==> src/rtl/uart_fifo_tx_ctrl_pkg.sv <==
// Shared types and constants for the FIFO-to-UART transmit path.
// Holds the controller state encodings and the RS232 frame constants.
package uart_fifo_tx_ctrl_pkg;

  localparam logic [2:0] ST_IDLE = 3'd0;
  localparam logic [2:0] ST_RD   = 3'd1;
  localparam logic [2:0] ST_LOAD = 3'd2;
  localparam logic [2:0] ST_SEND = 3'd3;
  localparam logic [2:0] ST_NEXT = 3'd4;

  typedef enum logic [2:0] {
    IDLE = ST_IDLE,
    RD   = ST_RD,
    LOAD = ST_LOAD,
    SEND = ST_SEND,
    NEXT = ST_NEXT
  } state_t;

  localparam logic START_BIT  = 1'b0;
  localparam logic STOP_BIT   = 1'b1;
  localparam int   FRAME_BITS = 10;

endpackage

==> src/rtl/uart_fifo_tx_ctrl_byte_tx.sv <==
// Serialises one byte as an 8N1 RS232 frame, LSB first.
// A start strobe is accepted only while no frame is in progress.
module uart_byte_tx
  import uart_fifo_tx_ctrl_pkg::*;
#(
  parameter int UART_BPS = 9600,
  parameter int CLK_FREQ = 50_000_000
) (
  input  logic       clk,
  input  logic       rst_n_sync,
  input  logic [7:0] pi_data,
  input  logic       pi_flag,
  output logic       tx,
  output logic       byte_done
);

  localparam int BIT_CNT = CLK_FREQ / UART_BPS;
  localparam int CW = (BIT_CNT > 1) ? $clog2(BIT_CNT) : 1;

  logic          active;
  logic [CW-1:0] bit_cnt;
  logic [3:0]    bit_idx;
  logic [7:0]    data_r;
  logic          bit_end;
  logic          last_bit;

  assign bit_end   = active && (bit_cnt == CW'(BIT_CNT - 1));
  assign last_bit  = (bit_idx == 4'(FRAME_BITS - 1));
  assign byte_done = bit_end && last_bit;

  always_ff @(posedge clk or negedge rst_n_sync) begin
    if (!rst_n_sync) begin
      active  <= 1'b0;
      bit_cnt <= '0;
      bit_idx <= '0;
      data_r  <= '0;
      tx      <= STOP_BIT;
    end else if (!active) begin
      if (pi_flag) begin
        active  <= 1'b1;
        data_r  <= pi_data;
        bit_cnt <= '0;
        bit_idx <= '0;
        tx      <= START_BIT;
      end
    end else if (bit_end) begin
      bit_cnt <= '0;
      if (last_bit) begin
        active  <= 1'b0;
        bit_idx <= '0;
        tx      <= STOP_BIT;
      end else begin
        bit_idx <= bit_idx + 4'd1;
        // idx k moves to k+1, which carries data bit k
        tx      <= (bit_idx == 4'd8) ? STOP_BIT
                                     : data_r[bit_idx[2:0]];
      end
    end else begin
      bit_cnt <= bit_cnt + CW'(1);
    end
  end

endmodule

==> src/rtl/uart_fifo_tx_ctrl.sv <==
// Drains words from the read FIFO and sends them MSB byte first on tx.
// Owns the reset synchroniser, word sequencing FSM and byte selection.
module uart_fifo_tx_ctrl
  import uart_fifo_tx_ctrl_pkg::*;
#(
  parameter int UART_BPS      = 9600,
  parameter int CLK_FREQ      = 50_000_000,
  parameter int FIFO_RD_WIDTH = 16,
  parameter int FIFO_RD_BYTE  = FIFO_RD_WIDTH / 8
) (
  input  logic                     clk,
  input  logic                     rst_n,
  input  logic                     fifo_empty,
  input  logic [FIFO_RD_WIDTH-1:0] fifo_rd_data,
  output logic                     fifo_rd_en,
  output logic                     tx,
  output logic                     busy
);

  localparam int BW = (FIFO_RD_BYTE > 1) ? $clog2(FIFO_RD_BYTE) : 1;

  logic [1:0] rst_sync;
  logic       rst_n_sync;

  // assert immediately, release after two clocks
  always_ff @(posedge clk or negedge rst_n) begin
    if (!rst_n) rst_sync <= 2'b00;
    else        rst_sync <= {rst_sync[0], 1'b1};
  end

  assign rst_n_sync = rst_sync[1];

  state_t                   state, state_d;
  logic [FIFO_RD_WIDTH-1:0] shift_word, shift_d;
  logic [BW-1:0]            byte_cnt, byte_cnt_d;
  logic                     rd_en_d;
  logic                     busy_d;
  logic                     start_d;
  logic                     byte_start;
  logic                     byte_done;

  always_comb begin
    state_d    = state;
    shift_d    = shift_word;
    byte_cnt_d = byte_cnt;
    rd_en_d    = 1'b0;
    start_d    = 1'b0;
    busy_d     = busy;
    unique case (state)
      IDLE: begin
        if (!fifo_empty) begin
          rd_en_d = 1'b1;
          busy_d  = 1'b1;
          state_d = RD;
        end
      end
      RD: state_d = LOAD;
      LOAD: begin
        shift_d    = fifo_rd_data;
        byte_cnt_d = '0;
        start_d    = 1'b1;
        state_d    = SEND;
      end
      SEND: begin
        if (byte_done) state_d = NEXT;
      end
      NEXT: begin
        if (byte_cnt == BW'(FIFO_RD_BYTE - 1)) begin
          busy_d  = 1'b0;
          state_d = IDLE;
        end else begin
          shift_d    = shift_word << 8;
          byte_cnt_d = byte_cnt + BW'(1);
          start_d    = 1'b1;
          state_d    = SEND;
        end
      end
      default: state_d = IDLE;
    endcase
  end

  always_ff @(posedge clk or negedge rst_n_sync) begin
    if (!rst_n_sync) begin
      state      <= IDLE;
      shift_word <= '0;
      byte_cnt   <= '0;
      fifo_rd_en <= 1'b0;
      byte_start <= 1'b0;
      busy       <= 1'b0;
    end else begin
      state      <= state_d;
      shift_word <= shift_d;
      byte_cnt   <= byte_cnt_d;
      fifo_rd_en <= rd_en_d;
      byte_start <= start_d;
      busy       <= busy_d;
    end
  end

  uart_byte_tx #(
    .UART_BPS (UART_BPS),
    .CLK_FREQ (CLK_FREQ)
  ) u_byte_tx (
    .clk        (clk),
    .rst_n_sync (rst_n_sync),
    .pi_data    (shift_word[FIFO_RD_WIDTH-1 -: 8]),
    .pi_flag    (byte_start),
    .tx         (tx),
    .byte_done  (byte_done)
  );

endmodule

==> config.mk <==
export PLATFORM = sky130hd
export DESIGN_NAME = uart_fifo_tx_ctrl
export DESIGN_NICKNAME = d
export VERILOG_FILES = /design/src/rtl/uart_fifo_tx_ctrl_pkg.sv /design/src/rtl/uart_fifo_tx_ctrl_byte_tx.sv /design/src/rtl/uart_fifo_tx_ctrl.sv
export SDC_FILE = /design/constraint.sdc
export NUM_CORES = 1
export LEC_CHECK = 0
export ABC_AREA = 1
export BUFFER_PORTS_ARGS = -buffer_cell sky130_fd_sc_hd__buf_2
export CAP_MARGIN = 10
export CORE_UTILIZATION = 60
export DETAILED_ROUTE_END_ITERATION = 10
export GPL_TIMING_DRIVEN = 0
export PLACE_DENSITY = 0.77
export REMOVE_ABC_BUFFERS = 1
export SLEW_MARGIN = 20
export SYNTH_ARGS = -nofsm -noshare
export SYNTH_HDL_FRONTEND = slang
export SYNTH_SLANG_ARGS = --single-unit
==> constraint.sdc <==
create_clock -name clk -period 4.2 [get_ports clk]
set_input_delay 0.21 -clock clk [delete_from_list [all_inputs] [get_ports clk]]
set_output_delay 0.21 -clock clk [all_outputs]
set_load 0.05 [all_outputs]
# ---- Yosys cells after proc, flatten, opt, wreduce, memory -nomap -nowiden
# Index checks and enable logic that the tools add are counted.
dict set report word_totals {
  regBits 52
  latchBits 0
  mem_bits_rw 0
  romBits 0
  in_bits 19
  out_inout_bits 3
  word_cells 73
  n_memories 0
}
dict set report classes {
  addsub 3
  n_mul 0
  n_div 0
  magnitude_cmp 1
  n_eq_ne 12
  shifts 0
  n_mux 33
  bitwise_logic 1
  reduce_logical 11
}
# cell n
set ops {}
lappend ops {{13-bit 2-to-1 mux} 3}
lappend ops {{16-bit one-hot mux with 2 select lines} 1}
lappend ops {{1-bit 2-to-1 mux} 16}
lappend ops {{16-bit 2-to-1 mux} 1}
lappend ops {{4-bit 2-to-1 mux} 4}
lappend ops {{3-bit one-hot mux with 5 select lines} 1}
lappend ops {{13-bit by 1-bit adder with 13-bit output, second input constant} 1}
lappend ops {{13-bit equality test, second input constant} 1}
lappend ops {{2-bit inequality test, second input constant} 5}
lappend ops {{4-bit equality test, second input constant} 2}
lappend ops {{2-bit AND reduction} 4}
lappend ops {{3-bit by 2-bit equality test with 1-bit output, second input constant} 2}
lappend ops {{3-bit 2-to-1 mux} 2}
lappend ops {{1-bit one-hot mux with 2 select lines} 3}
lappend ops {{2-bit nonzero test} 3}
lappend ops {{4-bit by 1-bit adder with 4-bit output, second input constant} 1}
lappend ops {{3-bit by 4-bit < comparator with 1-bit output, second input constant} 1}
lappend ops {{1-bit binary-select mux with 3-bit select} 1}
lappend ops {{3-bit by 1-bit equality test with 1-bit output, second input constant} 1}
lappend ops {{3-bit equality test, second input constant} 1}
lappend ops {{3-bit zero test} 1}
lappend ops {{3-bit AND reduction} 1}
lappend ops {{1-bit logical AND} 2}
lappend ops {{2-bit 2-to-1 mux} 1}
lappend ops {{other kinds (2)} 2}

# ---- Longest topological paths before layout
# Gate-level depths: netlist of the first run.
dict set report depth {
  word_depth 6
  depth_mapped 10
}

# ---- Hierarchy
# A second synthesis of the first run with hierarchy kept.
dict set report unflattened {
  cells_unflattened 338
  hier_area_um2 2647.5
}
# module n_inst cells_per_inst area_per_inst_um2 seq_area_each_um2
set modules_own_cells {}
lappend modules_own_cells {uart_byte_tx 1 208 1537.7 676.9}
lappend modules_own_cells {uart_fifo_tx_ctrl 1 130 1109.8 625.6}

# ---- Least setup slack after synthesis of the first run
# OpenSTA, ideal clock, no wires.
dict set report synth_path {
  kind {register to register}
  startpoint {register u_byte_tx.bit_cnt[0]}
  endpoint {register u_byte_tx.bit_idx[3]}
  setup_time_ps 117
  arrival_ps 1229
  path_slack_ps 2853
  stages_incl_launch_ff 11
  n_path_buf 0
  cell_sequence {dfrtp_1 -> ha_1 -> nand2_2 -> inv_2 -> nand2_1 -> nor2_2 -> nand3_1 -> nand2_2 -> inv_2 -> nand2_1 -> nand2_1}
}
dict set report synth_via {
  elab_chain_len 4
}
# element line
set synth_lines {}
lappend synth_lines {{from (decl)} uart_fifo_tx_ctrl_byte_tx.sv:21} ;# logic [CW-1:0] bit_cnt;
lappend synth_lines {{from (signal assigned)} uart_fifo_tx_ctrl_byte_tx.sv:59} ;# bit_cnt <= bit_cnt + CW'(1);
lappend synth_lines {{13-bit equality test} uart_fifo_tx_ctrl_byte_tx.sv:27} ;# assign bit_end = active && (bit_cnt == CW'(BIT_CNT - 1));
lappend synth_lines {{1-bit logical AND} uart_fifo_tx_ctrl_byte_tx.sv:27}
lappend synth_lines {{2-bit inequality test (no line)} --}
lappend synth_lines {{2-bit AND reduction (no line)} --}
lappend synth_lines {{to (signal assigned)} uart_fifo_tx_ctrl_byte_tx.sv:53} ;# bit_idx <= bit_idx + 4'd1;
lappend synth_lines {{to (decl)} uart_fifo_tx_ctrl_byte_tx.sv:22} ;# logic [3:0] bit_idx;
# No other way between the ends.
# A chain may end at the register's enable or synchronous reset.

# ---- Final worst setup path of the first run
dict set report layout_path {
  startpoint {register u_byte_tx.active}
  endpoint {register u_byte_tx.bit_cnt[8]}
}
dict set report layout_via {
  elab_chain_len 3
  elab_cells_between_ends 4
  classes_between {2 x mux; 2 x reduce/logical}
}
# element line
set layout_lines {}
lappend layout_lines {{from (decl)} uart_fifo_tx_ctrl_byte_tx.sv:20} ;# logic active;
lappend layout_lines {{from (signal assigned)} uart_fifo_tx_ctrl_byte_tx.sv:33} ;# active <= 1'b0;
lappend layout_lines {{from (signal assigned)} uart_fifo_tx_ctrl_byte_tx.sv:40} ;# active <= 1'b1;
lappend layout_lines {{from (signal assigned)} uart_fifo_tx_ctrl_byte_tx.sv:49} ;# active <= 1'b0;
lappend layout_lines {{1-bit logical AND} uart_fifo_tx_ctrl_byte_tx.sv:27}
lappend layout_lines {{13-bit 2-to-1 mux} uart_fifo_tx_ctrl_byte_tx.sv:46} ;# end else if (bit_end) begin
lappend layout_lines {{13-bit 2-to-1 mux} uart_fifo_tx_ctrl_byte_tx.sv:38} ;# end else if (!active) begin
# Several ways; a longest one is shown, not always the timed one.

==> results.sh, run 1 <==
export IMPL_grt_pass1_vias=1840
export IMPL_min_period_over_period=0.4209
export IMPL_drv_cap=0
export IMPL_synth_area_leader_cell="dfrtp_1"
export IMPL_path_class="flop to flop"
export IMPL_finalSetupViolCount=0
export IMPL_routed_wl_mm=4.653
export IMPL_first_pass_iters=4
export IMPL_cts_root_buf="clkbuf_8"
export IMPL_rsz0062_at_grt="false"
export IMPL_cts_resized=0
export IMPL_via_per_inst=5.244
export IMPL_fp_coreArea_um2=4029
export IMPL_vias=2066
export IMPL_drive_gt1_frac=0.1337
export IMPL_dieHeight_um=67.05
export IMPL_finalClockSkew_ns=0.005251
export IMPL_synthCells=319
export IMPL_relSlewSlack=0.5864
export IMPL_slew_violations=0
export IMPL_routabilityCongestion=0.8857
export IMPL_ys_seq_area_frac=0.5131
export IMPL_holdWs_ns=0.06608
export IMPL_holdPathEnd="fifo_rd_en"
export IMPL_antenna_left=0
export IMPL_ioPinCount=22
export IMPL_antenna_found_initial=0
export IMPL_dp_cells=385
export IMPL_status="finished clean"
export IMPL_clk_latency_ns=0.31
export IMPL_drc_errors=0
export IMPL_vdd_drop_max_uv=425.9
export IMPL_yosys_warnings=0
export IMPL_synthesis_area_um2=2539
export IMPL_layout_nets=363
export IMPL_syn_area_per_cell_um2=7.958
export IMPL_cts_inserted_buffers=5
export IMPL_finalHoldViolations=0
export IMPL_grt_total_usage=0.2428
export IMPL_netlist_area_leader_share=0.5027
export IMPL_fin_cells=394
export IMPL_clk_pin_slew_ns=0.09
export IMPL_p_per_area_nw_per_um2=567.0
export IMPL_setup_worst_path_start_class="flop"
export IMPL_cts_sinks=52
export IMPL_die_area_um2=4495
export IMPL_start_util=0.6301
export IMPL_syn_to_final_growth_pct=10.55
export IMPL_fmaxAchievable_ghz=0.5657
export IMPL_drtIter0Drc=141
export IMPL_fillers=346
export IMPL_cts_htree_levels=2
export IMPL_portBuffers=21
export IMPL_min_period_ns=1.768
export IMPL_synth_cell_type_count=34
export IMPL_synth_seq_cells=52
export IMPL_critPathMaxFanout=11
export IMPL_worstHoldPathType="primary input to flop"
export IMPL_grt_max_degree=29
export IMPL_drt_wirelength_per_cell_um=11.81
export IMPL_die_x_um=67.05
export IMPL_synth_area_leaders="dfrtp_1, nand2_1, inv_1, o21ai_0, nand3_1"
export IMPL_tightest_slew_ns=0.6181
export IMPL_finalSetupTns_ns=0
export IMPL_whs_path_depth=2
export IMPL_critPathArrivalTime_ns=1.97
export IMPL_row_count=23
export IMPL_grt_overflow=0
export IMPL_clockBufferDepth=2
export IMPL_required_ns=4.40
export IMPL_cts_tree="done"
export IMPL_antennaDiodeCount=0
export IMPL_dpl_worst_slack_ns=2.463
export IMPL_reg2reg_setup_slack_ns=2.43
export IMPL_setup_ws_ns=2.432
export IMPL_rr_worst_depth=6
export IMPL_reg2reg_to="u_byte_tx.bit_cnt[8]"
export IMPL_power_leakage_nw=1.418
export IMPL_r2r_start="u_byte_tx.active"
export IMPL_grt_pass1_wl_mm=8.031
export IMPL_finalPower_mw=1.591
export IMPL_end_kind="flop"
export IMPL_dp_hpwl_mm=3.425
export IMPL_min_from="fifo_empty"
[routing by layer]
metal / up-vias / share of wire / global-route usage
li1: 1061 / - / -
met1: 957 / 0.48 / 0.3212
met2: 43 / 0.47 / 0.3850
met3: 5 / 0.035 / 0.05651
met4: 0 / 0.012 / 0.08777
met5: - / 0 / 0
[worst max-delay path, cell delays in order, from the launching register on]
cell     delay [ns]
dfrtp_1        0.54
nor2_1         0.52
inv_1          0.30
nand3_1        0.15
nand2_1        0.06
nand2_1        0.06
nor2_1         0.03
[cells in the final DEF, fill, tap and decap left out, types with 3 or more instances in the layout]
cell type / count
dfrtp_1: 50
a21oi_1: 4
o21ai_1: 9
o21ai_0: 32
nand3_1: 19
clkbuf_8: 5
xor2_1: 3
nor2_1: 25
inv_1: 44
a31oi_1: 3
inv_2: 4
nand4_1: 5
buf_2: 21
nand2_1: 84
nor3_1: 8
[synthesized netlist by cell type]
cell type  instances
inv_2              4
nor3_1             8
buf_6              2
xor2_1             3
a21oi_1            4
o21ai_2            1
o21ai_1            9
a31oi_1            3
a22oi_1            2
nand2_2            2
nand3_1           19
ha_1               1
buf_2              3
o21ai_4            1
or2_2              1
a41oi_1            1
nand3b_1           1
o21ai_0           32
conb_1             1
clkbuf_2           1
clkinv_1           2
nand2_1           84
dfrtp_1           51
nor3_2             1
nor2_4             1
o31ai_1            1
dfstp_2            1
nor2_2             2
nand2_4            1
nor2_1            25
nand4_1            5
nand3_2            1
o22ai_1            1
inv_1             44
[report_power, final]
part,internal (mW),total (mW),switching (mW)
sequential,0.671,0.777,0.105
clock,0.180,0.348,0.167
combinational,0.171,0.467,0.296
[cells by family (layout without fill, tap and decap cells)]
logic type | count (synthesis) | after routing | share of synthesized area
compound gates | 55 | 55 | 0.1208
fa+ha+maj | 1 | 1 | 0.004928
simple gates | 151 | 151 | 0.2587
buf+inv | 56 | 81 | 0.09068
xor+xnor | 3 | 3 | 0.01035
flops | 52 | 52 | 0.5131
other cells | 1 | 1 | 0.001477
[timing repair]
item	4_1_cts	5_1_grt
hold buffers	1	0
buffers inserted	0	0
endpoints found under the hold margin	2	0
[cell type report]
class / instances / area, µm² / area share
sequential: 52 / 1304 / 0.4646
multi-input combinational: 211 / 1006 / 0.3584
inverter: 50 / 187.7 / 0.06687
timing repair buffer: 23 / 135.1 / 0.04815
clock buffer: 6 / 72.57 / 0.02586
tap: 50 / 62.56 / 0.02229
clock inverter: 2 / 38.79 / 0.01382
[metrics by stage]
step                cell area, µm²  utilization
floorplan                     2496            -
global placement              2664       0.6612
detailed placement            2685       0.6665
CTS                           2806       0.6966
global route                  2806       0.6966
finish                        2806       0.6966
[flip-flops by register name (all words and copies together), names as in the netlist]
| register | flops |
|---|---|
| busy | 1 |
| byte_cnt | 1 |
| byte_start | 1 |
| fifo_rd_en | 1 |
| rst_sync | 2 |
| shift_word | 16 |
| state | 3 |
| u_byte_tx.active | 1 |
| u_byte_tx.bit_cnt | 13 |
| u_byte_tx.bit_idx | 4 |
| u_byte_tx.data_r | 8 |
| u_byte_tx.tx | 1 |
[worst max path at each step]
stage | startpoint | end | slack, ns | cells past startpoint
after floorplan | rst_sync[1] | busy | 2.65 | 0
after global placement | rst_sync[1] | u_byte_tx.bit_idx[2] | 2.13 | 0
after detailed placement | u_byte_tx.active | u_byte_tx.bit_cnt[8] | 2.46 | 6
after CTS | u_byte_tx.active | u_byte_tx.bit_cnt[8] | 2.44 | 6
after global routing | u_byte_tx.active | u_byte_tx.bit_cnt[8] | 2.31 | 6
final | u_byte_tx.active | u_byte_tx.bit_cnt[8] | 2.43 | 6
Power figures use the tool's default switching activity.
==> run 2, diff against run 1 <==
--- a/config.mk
+++ b/config.mk
@@ -8,10 +8,10 @@
 export ABC_AREA = 1
 export BUFFER_PORTS_ARGS = -buffer_cell sky130_fd_sc_hd__buf_2
 export CAP_MARGIN = 10
-export CORE_UTILIZATION = 60
+export CORE_UTILIZATION = 53
 export DETAILED_ROUTE_END_ITERATION = 10
 export GPL_TIMING_DRIVEN = 0
-export PLACE_DENSITY = 0.77
+export PLACE_DENSITY = 0.72
 export REMOVE_ABC_BUFFERS = 1
 export SLEW_MARGIN = 20
 export SYNTH_ARGS = -nofsm -noshare
==> constraint.sdc (replaced) <==
create_clock -name clk -period 1.54 [get_ports clk]
set_input_delay 0.077 -clock clk [delete_from_list [all_inputs] [get_ports clk]]
set_output_delay 0.077 -clock clk [all_outputs]
set_load 0.05 [all_outputs]
==> run 2 against run 1 <==
Compared with the run above: the run now ends with DRC left; register-to-register slack got worse by 2.3 ns; global-route usage decreased by 2.9 points; cell area increased by 8.0%; worst setup slack got worse by 2.3 ns; critical path type unchanged; largest cell class unchanged.
==> results.sh, run 2 (same netlist as run 1, synthesis figures left out) <==
export IMPL_min_period_over_period=0.9362
export IMPL_dpl_instance_area_um2=2688
export IMPL_die_area_um2=5071
export IMPL_vdd_drop_max_uv=950.1
export IMPL_tightest_slew_ns=0.5166
export IMPL_critPathMaxFanout=5
export IMPL_dp_hpwl_mm=3.357
export IMPL_fmaxAchievable_ghz=0.6936
export IMPL_cts_root_buf="clkbuf_8"
export IMPL_die_x_um=71.21
export IMPL_row_count=24
export IMPL_largest_reg_flops=16
export IMPL_clockBufferDepth=2
export IMPL_finalSetupViolCount=0
export IMPL_layout_nets=382
export IMPL_regMostFlops="shift_word"
export IMPL_required_ns=1.73
export IMPL_routabilityCongestion=0.8533
export IMPL_first_pass_iters=7
export IMPL_via_per_inst=5.092
export IMPL_cts_tree="done"
export IMPL_final_common_cell="nand2_1"
export IMPL_finalClockSkew_ns=0.005968
export IMPL_syn_to_final_growth_pct=19.42
export IMPL_cts_inserted_buffers=5
export IMPL_status="finished, violations left"
export IMPL_end_kind="flop"
export IMPL_grt_total_usage=0.2140
export IMPL_worstHoldPathType="primary input to flop"
export IMPL_antenna_found_initial=0
export IMPL_largest_registers="shift_word (16), u_byte_tx.bit_cnt (13), u_byte_tx.data_r (8)"
export IMPL_drc_errors=1
export IMPL_gr_usage_met1=0.2933
export IMPL_critPathArrivalTime_ns=1.63
export IMPL_path_class="flop to flop"
export IMPL_grt_pass1_vias=1891
export IMPL_dieHeight_um=71.21
export IMPL_drt_wirelength_per_cell_um=12.17
export IMPL_vias=2113
export IMPL_setup_worst_path_start_class="flop"
export IMPL_grt_busiest_layer="met2"
export IMPL_cts_htree_levels=2
export IMPL_antenna_left=0
export IMPL_drv_cap=0
export IMPL_fin_cells=415
export IMPL_clk_pin_slew_ns=0.09
export IMPL_dp_cells=387
export IMPL_routed_wl_mm=5.052
export IMPL_p_per_area_nw_per_um2=1530
export IMPL_setup_ws_ns=0.09829
export IMPL_dpl_worst_slack_ns=-0.1845
export IMPL_finalSetupTns_ns=0
export IMPL_slew_violations=0
export IMPL_final_cell_mix="nand2_1, dfrtp_1, inv_1"
export IMPL_fp_coreArea_um2=4474
export IMPL_grt_overflow=0
export IMPL_start_util=0.5674
export IMPL_ioPinCount=22
export IMPL_portBuffers=21
export IMPL_failed_checks="DRC"
export IMPL_relSlewSlack=0.6556
export IMPL_grt_max_degree=29
export IMPL_min_period_ns=1.442
export IMPL_power_leakage_nw=1.516
export IMPL_drive_gt1_frac=0.1625
export IMPL_cts_sinks=52
export IMPL_grt_pass1_wl_mm=8.424
export IMPL_rsz0062_at_grt="true"
export IMPL_antennaDiodeCount=0
export IMPL_final_area_um2=3032
export IMPL_clk_latency_ns=0.30
export IMPL_grt_use_met2=0.3429
export IMPL_met3_usage=0.04782
export IMPL_finalHoldViolations=0
export IMPL_drtIter0Drc=113
run 2: changes by cell type in the layout (fill, tap and decap cells not counted), moves of 2 or more:
cell	delta
nor2_4	+2
dlygate4sd3_1	+9
buf_12	+2
buf_4	+7
run 2: repair_timing:
item | CTS | global route
endpoints found under the hold margin | 12 | 0
setup endpoints to repair | 25 | 25
hold buffers | 10 | 0
buffers inserted | 1 | 8
pin swaps | 1 | 3
resized for setup | 2 | 5
cloned | 1 | 0
run 2: per-stage QoR:
step | hold slack, ns | util | total power [mW]
after floorplan | -0.2186 | - | 3.104
after global placement | -0.1379 | 0.5959 | 3.354
after detailed placement | -0.1363 | 0.6007 | 3.415
after CTS | 0.02044 | 0.6538 | 4.440
after global routing | 0.02578 | 0.6776 | 5.013
final | 0.02787 | 0.6776 | 4.637
run 2: cell type report:
type | instances | area [µm²]
Fill cell | 343 | 1443
Sequential cell | 52 | 1305
Multi-Input combinational cell | 212 | 1041
Timing Repair Buffer | 41 | 317.8
Inverter | 50 | 191.4
Clock buffer | 6 | 72.57
Tap cell | 52 | 65.06
Clock inverter | 2 | 38.79
run 2: worst max-delay path, cell delays in order, from the launching register on:
cell	delay [ns]
dfrtp_1	0.38
ha_1	0.20
nand2_2	0.07
buf_4	0.16
nor3_4	0.20
nand2_1	0.11
nor3_1	0.15
nor2_1	0.07
run 2: report_power, final:
part           switching [mW]  internal [mW]  total [mW]  leakage (nW)
sequential              0.275           1.83        2.11         0.636
combinational           0.926          0.663        1.59         0.825
clock                   0.451          0.491       0.942        0.0558
total                    1.65           2.98        4.64          1.52
run 2: metal layers:
metal / vias to the layer above / wire [µm]
met5: - / 0
met4: 0 / 53
met3: 4 / 189
met2: 40 / 2376
met1: 969 / 2432
li1: 1100 / -
run 2: path summary, 6_finish.rpt:
kind	start	end	slack [ns]	depth (start not counted)
worst max-delay path	u_byte_tx.bit_cnt[1]	u_byte_tx.bit_cnt[8]	0.1	7
worst min-delay path	fifo_rd_data[8]	shift_word[8]	0.03	3
worst min register to register	rst_sync[1]	shift_word[3]	0.25	0
worst max register to register	u_byte_tx.bit_cnt[1]	u_byte_tx.bit_cnt[8]	0.1	7
min in group asynchronous	rst_n	rst_sync[1]	0.11	2
max in group asynchronous	rst_sync[1]	u_byte_tx.tx	0.70	1
